==> src/rtl/seq_decoder_if.sv <==
// Load/select bus between a sequencer controller and seq_decoder.
// IN_W must match the IN_W of the seq_decoder instance it connects to.
interface seq_decoder_if #(
    parameter int IN_W = 2
);
    localparam int OUT_W = 2**IN_W;

    logic             en;
    logic             clear;
    logic             mode;
    logic             scan_wrap;
    logic             in_valid;
    logic             in_ready;
    logic [IN_W-1:0]  decoder_in;
    logic [OUT_W-1:0] decoder_out;
    logic             out_valid;
    logic             busy;
    logic             done;

    modport master (
        output en, clear, mode, scan_wrap, in_valid, decoder_in,
        input  in_ready, decoder_out, out_valid, busy, done
    );

    modport slave (
        input  en, clear, mode, scan_wrap, in_valid, decoder_in,
        output in_ready, decoder_out, out_valid, busy, done
    );
endinterface

==> src/rtl/seq_decoder.sv <==
// Registered one-hot decoder with a scan sequencer that steps the select
// across consecutive addresses, holding each for DWELL enabled cycles.
module seq_decoder #(
    parameter int IN_W  = 2,
    parameter int DWELL = 1
) (
    input  logic        clk,
    input  logic        rst,
    seq_decoder_if.slave bus
);
    localparam int OUT_W = 2**IN_W;
    localparam int CNT_W = $clog2(DWELL + 1);

    localparam logic [CNT_W-1:0] DWELL_LAST = CNT_W'(DWELL - 1);
    localparam logic [IN_W-1:0]  ADDR_TOP   = IN_W'(OUT_W - 1);

    localparam logic [1:0] ST_IDLE = 2'd0;
    localparam logic [1:0] ST_HOLD = 2'd1;
    localparam logic [1:0] ST_SCAN = 2'd2;

    logic [1:0]       state;
    logic [IN_W-1:0]  addr;
    logic [IN_W-1:0]  visit_cnt;
    logic [CNT_W-1:0] dwell_cnt;
    logic             wrap_q;
    logic [OUT_W-1:0] dec_q;
    logic             vld_q;
    logic             busy_q;
    logic             done_q;

    logic             in_ready;
    logic             accept;
    logic             last;
    logic [IN_W-1:0]  addr_nxt;

    function automatic logic [OUT_W-1:0] onehot(input logic [IN_W-1:0] a);
        logic [OUT_W-1:0] r;
        r    = '0;
        r[a] = 1'b1;
        return r;
    endfunction

    assign in_ready = bus.en & ~bus.clear & (state != ST_SCAN);
    assign accept   = bus.in_valid & in_ready;

    // Wrap scans count visits so every address is shown exactly once;
    // non-wrap scans simply stop at the top address.
    assign last     = wrap_q ? (visit_cnt == ADDR_TOP) : (addr == ADDR_TOP);
    assign addr_nxt = addr + IN_W'(1);

    always_ff @(posedge clk or posedge rst) begin
        if (rst) begin
            state     <= ST_IDLE;
            addr      <= '0;
            visit_cnt <= '0;
            dwell_cnt <= '0;
            wrap_q    <= 1'b0;
            dec_q     <= '0;
            vld_q     <= 1'b0;
            busy_q    <= 1'b0;
            done_q    <= 1'b0;
        end else if (bus.clear) begin
            state     <= ST_IDLE;
            dec_q     <= '0;
            vld_q     <= 1'b0;
            busy_q    <= 1'b0;
            done_q    <= 1'b0;
        end else if (bus.en) begin
            done_q <= 1'b0;
            if (accept) begin
                dec_q <= onehot(bus.decoder_in);
                vld_q <= 1'b1;
                if (bus.mode) begin
                    addr      <= bus.decoder_in;
                    dwell_cnt <= '0;
                    visit_cnt <= '0;
                    wrap_q    <= bus.scan_wrap;
                    busy_q    <= 1'b1;
                    state     <= ST_SCAN;
                end else begin
                    state <= ST_HOLD;
                end
            end else if (state == ST_SCAN) begin
                if (dwell_cnt != DWELL_LAST) begin
                    dwell_cnt <= dwell_cnt + CNT_W'(1);
                end else begin
                    dwell_cnt <= '0;
                    if (last) begin
                        dec_q  <= '0;
                        vld_q  <= 1'b0;
                        busy_q <= 1'b0;
                        done_q <= 1'b1;
                        state  <= ST_IDLE;
                    end else begin
                        addr      <= addr_nxt;
                        dec_q     <= onehot(addr_nxt);
                        visit_cnt <= visit_cnt + IN_W'(1);
                    end
                end
            end
        end
    end

    assign bus.in_ready    = in_ready;
    assign bus.decoder_out = dec_q;
    assign bus.out_valid   = vld_q;
    assign bus.busy        = busy_q;
    assign bus.done        = done_q;
endmodule

==> src/flat_wrapper.sv <==
// flat-port wrapper written by rule: the top's interface ports become plain ports
module seq_decoder_flat 
#(
    parameter int IN_W  = 2,
    parameter int DWELL = 1
)
  (clk, rst, bus_en, bus_clear, bus_mode, bus_scan_wrap, bus_in_valid, bus_decoder_in, bus_in_ready, bus_decoder_out, bus_out_valid, bus_busy, bus_done);
  seq_decoder_if #(.IN_W(IN_W)) bus_i ();
  input  logic clk;
  input  logic rst;
  input wire logic [$bits(bus_i.en)-1:0] bus_en;
  input wire logic [$bits(bus_i.clear)-1:0] bus_clear;
  input wire logic [$bits(bus_i.mode)-1:0] bus_mode;
  input wire logic [$bits(bus_i.scan_wrap)-1:0] bus_scan_wrap;
  input wire logic [$bits(bus_i.in_valid)-1:0] bus_in_valid;
  input wire logic [$bits(bus_i.decoder_in)-1:0] bus_decoder_in;
  output wire logic [$bits(bus_i.in_ready)-1:0] bus_in_ready;
  output wire logic [$bits(bus_i.decoder_out)-1:0] bus_decoder_out;
  output wire logic [$bits(bus_i.out_valid)-1:0] bus_out_valid;
  output wire logic [$bits(bus_i.busy)-1:0] bus_busy;
  output wire logic [$bits(bus_i.done)-1:0] bus_done;
  assign bus_i.en = bus_en;
  assign bus_i.clear = bus_clear;
  assign bus_i.mode = bus_mode;
  assign bus_i.scan_wrap = bus_scan_wrap;
  assign bus_i.in_valid = bus_in_valid;
  assign bus_i.decoder_in = bus_decoder_in;
  assign bus_in_ready = bus_i.in_ready;
  assign bus_decoder_out = bus_i.decoder_out;
  assign bus_out_valid = bus_i.out_valid;
  assign bus_busy = bus_i.busy;
  assign bus_done = bus_i.done;
  seq_decoder #(.IN_W(IN_W), .DWELL(DWELL)) u_core (.clk(clk), .rst(rst), .bus(bus_i));
endmodule
==> config.mk <==
export PLATFORM = sky130hd
export DESIGN_NAME = seq_decoder_flat
export DESIGN_NICKNAME = d
export VERILOG_FILES = /design/src/rtl/seq_decoder_if.sv /design/src/rtl/seq_decoder.sv /design/src/flat_wrapper.sv
export SDC_FILE = /design/constraint.sdc
export NUM_CORES = 1
export LEC_CHECK = 0
export ABC_CLOCK_PERIOD_IN_PS = 1900
export CAP_MARGIN = 20
export CORE_ASPECT_RATIO = 1.4
export CORE_MARGIN = 4
export CORE_UTILIZATION = 35
export CTS_CLUSTER_SIZE = 40
export DETAILED_ROUTE_END_ITERATION = 16
export GPL_TIMING_DRIVEN = 0
export PLACE_DENSITY = 0.56
export SYNTH_ARGS = -nofsm -noshare
export SYNTH_HDL_FRONTEND = slang
export SYNTH_SLANG_ARGS = --single-unit
==> constraint.sdc <==
create_clock -name clk -period 1.9 [get_ports clk]
set_input_delay 0.285 -clock clk [delete_from_list [all_inputs] [get_ports clk]]
set_output_delay 0.285 -clock clk [all_outputs]
set_load 0.01 [all_outputs]
== Word level (Yosys, flattened, before mapping) ==
Index checks and enable logic that the tools add are counted.
Word-level totals
  bits in registers: 15
  input bits: 9
Cells by class
  $add $sub $neg: 3
  magnitude comparators: 4
  equality and inequality tests: 9
  multiplexer cells: 48
  bitwise gates (word level): 4
  reduce and logical (&&, ||, !) cells: 12
Operators with widths (number)
  2-bit 2-to-1 mux: 17
  4-bit 2-to-1 mux: 6
  1-bit 2-to-1 mux: 23
  4-bit AND reduction: 3
  2-bit == test, second input constant: 3
  2-bit by 3-bit < comparator with 1-bit output, second input constant: 2
  2-bit != test, second input constant: 3
  3-bit != test, second input constant: 2
  6-bit AND reduction: 1
  3-bit nonzero test: 2
  5-bit AND reduction: 1
  2-bit by 1-bit adder with 2-bit output, second input constant: 2
  1-bit demux with 2-bit select: 2
  2-bit by 1-bit greater-or-equal comparator with 1-bit output, second input constant: 2
  2-bit nonzero test: 2
  1-bit AND: 3
  3-bit AND reduction: 1
  1-bit logical AND: 2
  2-bit by 1-bit != test with 1-bit output, second input constant: 1
  1-bit adder, second input constant: 1
  1-bit inverter: 1

== Longest topological paths before layout ==
Gate-level depths: netlist of run 1.
  word-level depth: 11
  mapped depth: 4
  mapped depth without buffers: 4

== Least setup slack after synthesis of run 1 ==
No wires, ideal clock.
  kind: register -> register
  from: register u_core.addr[0]
  to: register u_core.visit_cnt[0]
  setup time: 128 ps
  arrival time: 1426 ps
  data required time: 1772 ps
  path slack: 346 ps
  stages on the path, launching flop included: 5
  clock period less this slack: 1554 ps
  cell sequence: dfrtp_1 > and3b_4 > nor4_4 > nor2_2 > mux2_1
On the way
  longest elaborated chain between the ends: 4
Ends and longest elaborated chain
  start: declaration: line seq_decoder.sv:22  | logic [IN_W-1:0] addr;
  start signal: assignment: line seq_decoder.sv:74  | addr <= bus.decoder_in;
  start signal: assignment: line seq_decoder.sv:95  | addr <= addr_nxt;
  2-bit == test: line seq_decoder.sv:48  | assign last = wrap_q ? (visit_cnt == ADDR_TOP) : (addr == ADDR_TOP);
  1-bit 2-to-1 mux: line seq_decoder.sv:48
  2-bit by 1-bit != test with 1-bit output (no line)
  6-bit AND reduction (no line)
  end signal: assignment: line seq_decoder.sv:97  | visit_cnt <= visit_cnt + IN_W'(1);
  end: declaration: line seq_decoder.sv:23  | logic [IN_W-1:0] visit_cnt;
Every way passes these cells.
A chain may end at the register's enable or synchronous reset.

== Worst setup path in the final report of run 1 ==
  from: register u_core.state[1]
  to: output port bus_in_ready
On the way
  longest elaborated chain between the ends: 2
Ends and longest elaborated chain
  start: declaration: line seq_decoder.sv:21  | logic [1:0] state;
  start signal: assignment: line seq_decoder.sv:53  | state <= ST_IDLE;
  start signal: assignment: line seq_decoder.sv:63  | state <= ST_IDLE;
  start signal: assignment: line seq_decoder.sv:79  | state <= ST_SCAN;
  2-bit != test: line seq_decoder.sv:43  | assign in_ready = bus.en & ~bus.clear & (state != ST_SCAN);
  1-bit AND: line seq_decoder.sv:43
  end: declaration: line flat_wrapper.sv:17  | output wire logic [$bits(bus_i.in_ready)-1:0] bus_in_ready;
Every way passes these cells.

==> flow_summary.ini, run 1 <==
[setup_path]
cp_top_family = buffers and inverters
r2r_cells = 4
cp-start-kind = register
crit_cells = 3
slowest_delay_ns = 0.53
crit_arrival_ns = 1.52
reg2reg_slack_ns = 0.15
crit_fanout = 4
r2r_start = u_core.state[0]
endpoint_kind = output pin
crit_chain = nor2b_1 > nor2_1 > clkdlybuf4s50_1
cp_slowest_cell = clkdlybuf4s50_1
worstSetupPathType = register to output pin
path_buf_inv = 1
cp.required_ns = 1.62
timing.rr.end = u_core.visit_cnt[0]

[route]
wl_per_cell_um = 14.28
vias = 643
wirelength_um = 1656
dr.pass1.iters = 4
drt_iter0_drc = 13
via_per_inst = 5.543
postRouteAntennaNets = 0
drc_errors = 0

[die]
rows = 19
die_h_um = 63.71
io_pins = 17
fp.dieW_um = 47.79
initial_core_util_pct = 37.94
coreArea_sq_mm = 0.002044
dieArea_sq_mm = 0.003044

[placement]
dpl.hpwl_um = 1249
dp.cells = 112
gp_congestion = 0.7750
portBuffers = 16

[global_routing]
antenna_found_initial = 0
grt_pass1_wl_um = 2649
grtUsageMet2_pct = 19.21
grt_max_degree = 15
grt_use_met3_pct = 2.849
grtUsageMet1_pct = 13.29
grtUsageTotal_pct = 11.85
grt_overflow_total = 0
grt_pass1_vias = 611
grt_busiest_layer = met2

[synth]
ys_ff_latch = 14
ys_warn_count = 0
synth.distinct_cells = 31
syn_avg_cell_area_sq_um = 10.34
synth.net_count = 88
syn_inst = 75
synth_area_sq_um = 775.7
ys_seq_area_share_pct = 45.16

[sta]
timing.fmax_mhz = 553.4
finClkSkew_ns = 0.002416
relSlewSlack_pct = 62.68
final_hold_viol_count = 0
worst_slew_pin_slew_ns = 0.5556
hold_slack_ns = 0.3389
min_period_ns = 1.807
rsz0062_at_grt = false
setup_viol = 0
fin_crit_sh_pct = 95.10
drv_slew = 0

[hold_path]
worst_hold_path_type = input port to async pin

[power_and_ir_drop]
p_leak_nw = 0.4483
ir_drop_mv = 0.3787
p_per_area_mw_per_mm2 = 786.3

[final_layout]
drive_gt1_share_pct = 13.68
instances_no_fill = 116
fill_cells = 192
antenna_cells = 0
syn_to_final_growth_pct = 28.71
final_net_count = 109

[clock_tree]
cts_tree = yes
numCtsBuffers = 3
clockBufferDepth = 2
cts.htree.levels = 1
path_clk_slew_ns = 0.09
cts_sinks = 14
cts-root-buf = clkbuf_4
clock_latency_ns = 0.28
post_cts_buffers = 0

[job]
cap_viol_max_count = 0

[run_status]
status = completed
## Yosys cell counts (all sizes together)
cell type,instances,area [sq um]
dfrtp,14,350.3
nand2,5,18.77
o211a,1,10.01
o21ai,4,20.02
o211ai,1,7.510
and3,2,17.52
mux2,2,22.52
and3b,1,12.51
o311ai,1,8.760
a22o,2,18.77
nor2,3,13.77
nand3,2,10.01
nor3,3,20.02
a21oi,5,25.02
inv,7,26.28
a22oi,2,15.01
o2bb2ai,1,8.760
nor2b,3,18.77
a221o,2,20.02
nor4,1,21.27
or2,1,6.260
ha,4,50.05
nand2b,4,25.02
a211oi,1,7.510
a31o,1,8.760
and2,1,6.260
o22ai,1,6.260
## repair_timing
action                     CTS  global route
setup endpoints to repair    1             0
hold buffers                 0             0
resized for setup            3             0
## through the flow
step	utilization, %	worst slack, ns	instance area, sq um	TNS, ns	power [W]
floorplan	-	0.3461	775.7	0	0.0005008
global placement	47.06	-0.2136	962.2	-0.8947	0.0005721
detailed placement	47.06	-0.2409	962.2	-1.085	0.0005755
CTS	48.84	0.08168	998.5	0	0.0007966
global route	48.84	0.01444	998.5	0	0.0008374
finish	48.84	0.09301	998.5	0	0.0007850
## cells by family (layout without fill, tap and decap cells)
logic type,Yosys count,in the layout,synth area share [%]
AOI/OAI and AO/OA,22,22,20.16
adders and majority gates,4,4,6.452
buffers and inverters,7,27,3.388
DFF,14,14,45.16
muxes,2,2,2.903
and+or+nand+nor,26,26,21.94
## sequential cells by signal (all words and copies together) (netlist names)
| signal | flops |
|---|---|
| u_core.bus.decoder_out | 4 |
| u_core.addr | 2 |
| u_core.state | 2 |
| u_core.visit_cnt | 2 |
| u_core.bus.busy | 1 |
| u_core.bus.done | 1 |
| u_core.bus.out_valid | 1 |
| u_core.wrap_q | 1 |
## routing by layer
layer | vias to the layer above | wire, um
met1 | 311 | 730
li1 | 315 | -
met3 | 4 | 83
met4 | 0 | 29
met2 | 13 | 812
met5 | - | 0
## how the worst max path moves through the flow
stage,slack (ns),startpoint,to
final,0.09,u_core.state[1],bus_in_ready
after global routing,0.01,u_core.state[1],bus_in_ready
after CTS,0.08,u_core.state[1],bus_in_ready
after detailed placement,-0.24,bus_clear,u_core.visit_cnt[0]
after global placement,-0.21,bus_clear,u_core.addr[1]
after floorplan,0.35,u_core.addr[0],u_core.visit_cnt[0]
## worst reg2reg max path, stage by stage, from the launching register on
cell and delay (ns):
dfrtp_1 0.43, nand2b_1 0.26, nor4_4 0.53, nor2_2 0.11, mux2_1 0.31
## power breakdown
group          switching [W]  total, W  internal [W]
clock network       0.000102  0.000219      0.000117
registers          0.0000433  0.000382      0.000338
logic              0.0000869  0.000185     0.0000977
total               0.000232  0.000785      0.000553
## final cells by class
| class | instances | area [sq um] | area share (%) |
|---|---|---|---|
| tap | 21 | 26.28 | 2.632 |
| clock buffer | 4 | 36.28 | 3.634 |
| sequential | 14 | 350.3 | 35.09 |
| timing repair buffer | 16 | 157.7 | 15.79 |
| multi-input combinational | 54 | 401.6 | 40.23 |
| inverter | 7 | 26.28 | 2.632 |
## placed cells by master, fill, tap and decap left out, types with 3 or more instances in the layout
master and n:
clkbuf_4 3, ha_1 4, nor2b_1 3, nand2_1 5, inv_1 7, clkdlybuf4s50_1 14, nand2b_1 3, dfrtp_1 14
a21oi_1 5, o21ai_0 4
No activity file was read; power rests on OpenSTA's default activity.
==> run 2: changes to the inputs <==
--- a/config.mk
+++ b/config.mk
@@ -5,7 +5,7 @@
 export SDC_FILE = /design/constraint.sdc
 export NUM_CORES = 1
 export LEC_CHECK = 0
-export ABC_CLOCK_PERIOD_IN_PS = 1900
+export ABC_CLOCK_PERIOD_IN_PS = 1600
 export CAP_MARGIN = 20
 export CORE_ASPECT_RATIO = 1.4
 export CORE_MARGIN = 4
@@ -13,7 +13,7 @@
 export CTS_CLUSTER_SIZE = 40
 export DETAILED_ROUTE_END_ITERATION = 16
 export GPL_TIMING_DRIVEN = 0
-export PLACE_DENSITY = 0.56
+export PLACE_DENSITY = 0.58
 export SYNTH_ARGS = -nofsm -noshare
 export SYNTH_HDL_FRONTEND = slang
 export SYNTH_SLANG_ARGS = --single-unit
==> constraint.sdc (replaced) <==
create_clock -name clk -period 1.6 [get_ports clk]
set_input_delay 0.24 -clock clk [delete_from_list [all_inputs] [get_ports clk]]
set_output_delay 0.24 -clock clk [all_outputs]
set_load 0.01 [all_outputs]
==> run 2 against run 1 <==
  * Die area stayed put
  * Combinational power is 21% higher
  * Critical path type unchanged
  * Clock power is 11% lower
==> flow_summary.ini, run 2 (synthesis results as in run 1) <==
[route]
drt_iter0_drc = 25
route.met2.wl_um = 889
top_layer_used = met4
via_per_inst = 5.393
drc_errors = 0
postRouteAntennaNets = 0
dr_wl_met3_um = 61
wirelength_um = 1688
dr.pass1.iters = 4
vias = 631
wl_per_cell_um = 14.43
drt-met1-wl_um = 726

[die]
rows = 19
initial_core_util_pct = 37.94
coreArea_sq_mm = 0.002044
io_pins = 17
die_h_um = 63.71
dieArea_sq_mm = 0.003044
fp.dieW_um = 47.79

[clock_tree]
clockBufferDepth = 2
cts-root-buf = clkbuf_4
postCtsHoldBufs = 0
cts_tree = yes
numCtsBuffers = 3
cts.htree.levels = 1
clock_latency_ns = 0.27
cts_sinks = 14
path_clk_slew_ns = 0.08

[sta]
worst_slew_pin_slew_ns = 0.5364
min_period_ns = 1.573
final_hold_viol_count = 0
rsz0062_at_grt = true
drv_slew = 0
setup_viol = 0
finClkSkew_ns = 0.005577
timing.fmax_mhz = 635.8
fin_crit_sh_pct = 98.30
relSlewSlack_pct = 64.20

[final_layout]
utilization_pct = 49.02
largest_reg_flops = 4
drive_gt1_share_pct = 16.67
antenna_cells = 0
final_net_count = 111
syn_to_final_growth_pct = 29.19
final_cell_area_sq_mm = 0.001002
final_cell_mix = 13 x clkdlybuf4s50_1, 13 x dfrtp_1, 7 x inv_1

[placement]
dpl.hpwl_um = 1287
portBuffers = 16
placedInstanceArea_sq_um = 962.2
gp_congestion = 0.7721

[global_routing]
grt_overflow_total = 0
antenna_found_initial = 0
grt_pass1_wl_um = 2939
grt_max_degree = 15
grt_pass1_vias = 681
grtUsageTotal_pct = 13.01

[power_and_ir_drop]
ir_drop_mv = 0.4400
p_per_area_mw_per_mm2 = 871.6
p_leak_nw = 0.4542

[setup_path]
reg2reg_slack_ns = 0.05
endpoint_kind = output pin
crit_arrival_ns = 1.33
cp.required_ns = 1.36
worstSetupPathType = register to output pin
cp-start-kind = register
crit_fanout = 4

[run_status]
status = completed

[hold_path]
worst_hold_path_type = input port to async pin

[job]
cap_viol_max_count = 0
run 2: changes by cell type in the layout (fill, tap and decap cells not counted):
cell             delta
buf_4               +2
clkbuf_8            -1
clkdlybuf4s50_1     -1
dfrtp_1             -1
dfrtp_2             +1
dlygate4sd2_1       +1
nand2b_1            -1
nand2b_2            +1
run 2: where the power goes:
part	total (W)	leakage, nW	switching [W]	internal (W)
clock network	0.000196	0.0138	0.000109	0.0000871
registers	0.000453	0.183	0.0000499	0.000403
logic	0.000224	0.257	0.000107	0.000118
total	0.000874	0.454	0.000265	0.000608
run 2: per-stage QoR:
step,hold WS (ns),instances,setup TNS [ns],setup WS (ns),total power (W)
after detailed placement,0.5060,112,-3.764,-0.4912,0.0006861
after global routing,0.3421,117,-0.2145,-0.05222,0.0009510
final,0.2996,117,0,0.02720,0.0008736
after floorplan,0.1292,75,0,0.04612,0.0005947
after global placement,0.5031,112,-3.524,-0.4679,0.0006795
after CTS,0.3280,117,-0.03342,-0.01947,0.0008873
run 2: worst paths after layout:
check,endpoint,cells past startpoint,from
worst max-delay path,bus_in_ready,3,u_core.state[1]
worst min-delay path,u_core.bus.decoder_out[3],2,rst
worst max register to register,u_core.visit_cnt[0],4,u_core.addr[0]
worst min register to register,u_core.bus.decoder_out[2],2,u_core.bus.decoder_out[2]
max in group asynchronous,u_core.addr[1],2,rst
min in group clk,u_core.bus.done,2,bus_clear
run 2: what timing repair did:
action / CTS / global route
gates resized for setup: 5 / 1
endpoints found under the setup margin: 6 / 8
buffers inserted: 2 / 0
pin swaps: 1 / 1
run 2: worst max-delay path, stage by stage, from the launching register on:
cell and delay [ns]:
dfrtp_1 0.41, nor2b_1 0.28, nor2_1 0.08, dlygate4sd2_1 0.29
run 2: layout make-up:
class / instances / area, sq um
Clock buffer: 3 / 22.52
Tap cell: 21 / 26.28
Fill cell: 206 / 1042
Timing Repair Buffer: 18 / 171.4
Sequential cell: 14 / 351.6
Multi-Input combinational cell: 54 / 404.1
Inverter: 7 / 26.28
run 2: metal layers:
metal,track usage [%],up-vias
met5,0,-
met4,6.397,0
met3,2.849,2
met2,19.87,7
met1,16.55,306
li1,-,316
==> run 3: changes to the inputs <==
--- a/config.mk
+++ b/config.mk
@@ -5,7 +5,6 @@
 export SDC_FILE = /design/constraint.sdc
 export NUM_CORES = 1
 export LEC_CHECK = 0
-export ABC_CLOCK_PERIOD_IN_PS = 1600
 export CAP_MARGIN = 20
 export CORE_ASPECT_RATIO = 1.4
 export CORE_MARGIN = 4
@@ -14,6 +13,7 @@
 export DETAILED_ROUTE_END_ITERATION = 16
 export GPL_TIMING_DRIVEN = 0
 export PLACE_DENSITY = 0.58
+export REMOVE_ABC_BUFFERS = 1
 export SYNTH_ARGS = -nofsm -noshare
 export SYNTH_HDL_FRONTEND = slang
 export SYNTH_SLANG_ARGS = --single-unit
==> results of run 3 <==
The final DEF is identical to that of run 2; final timing and power are the same.
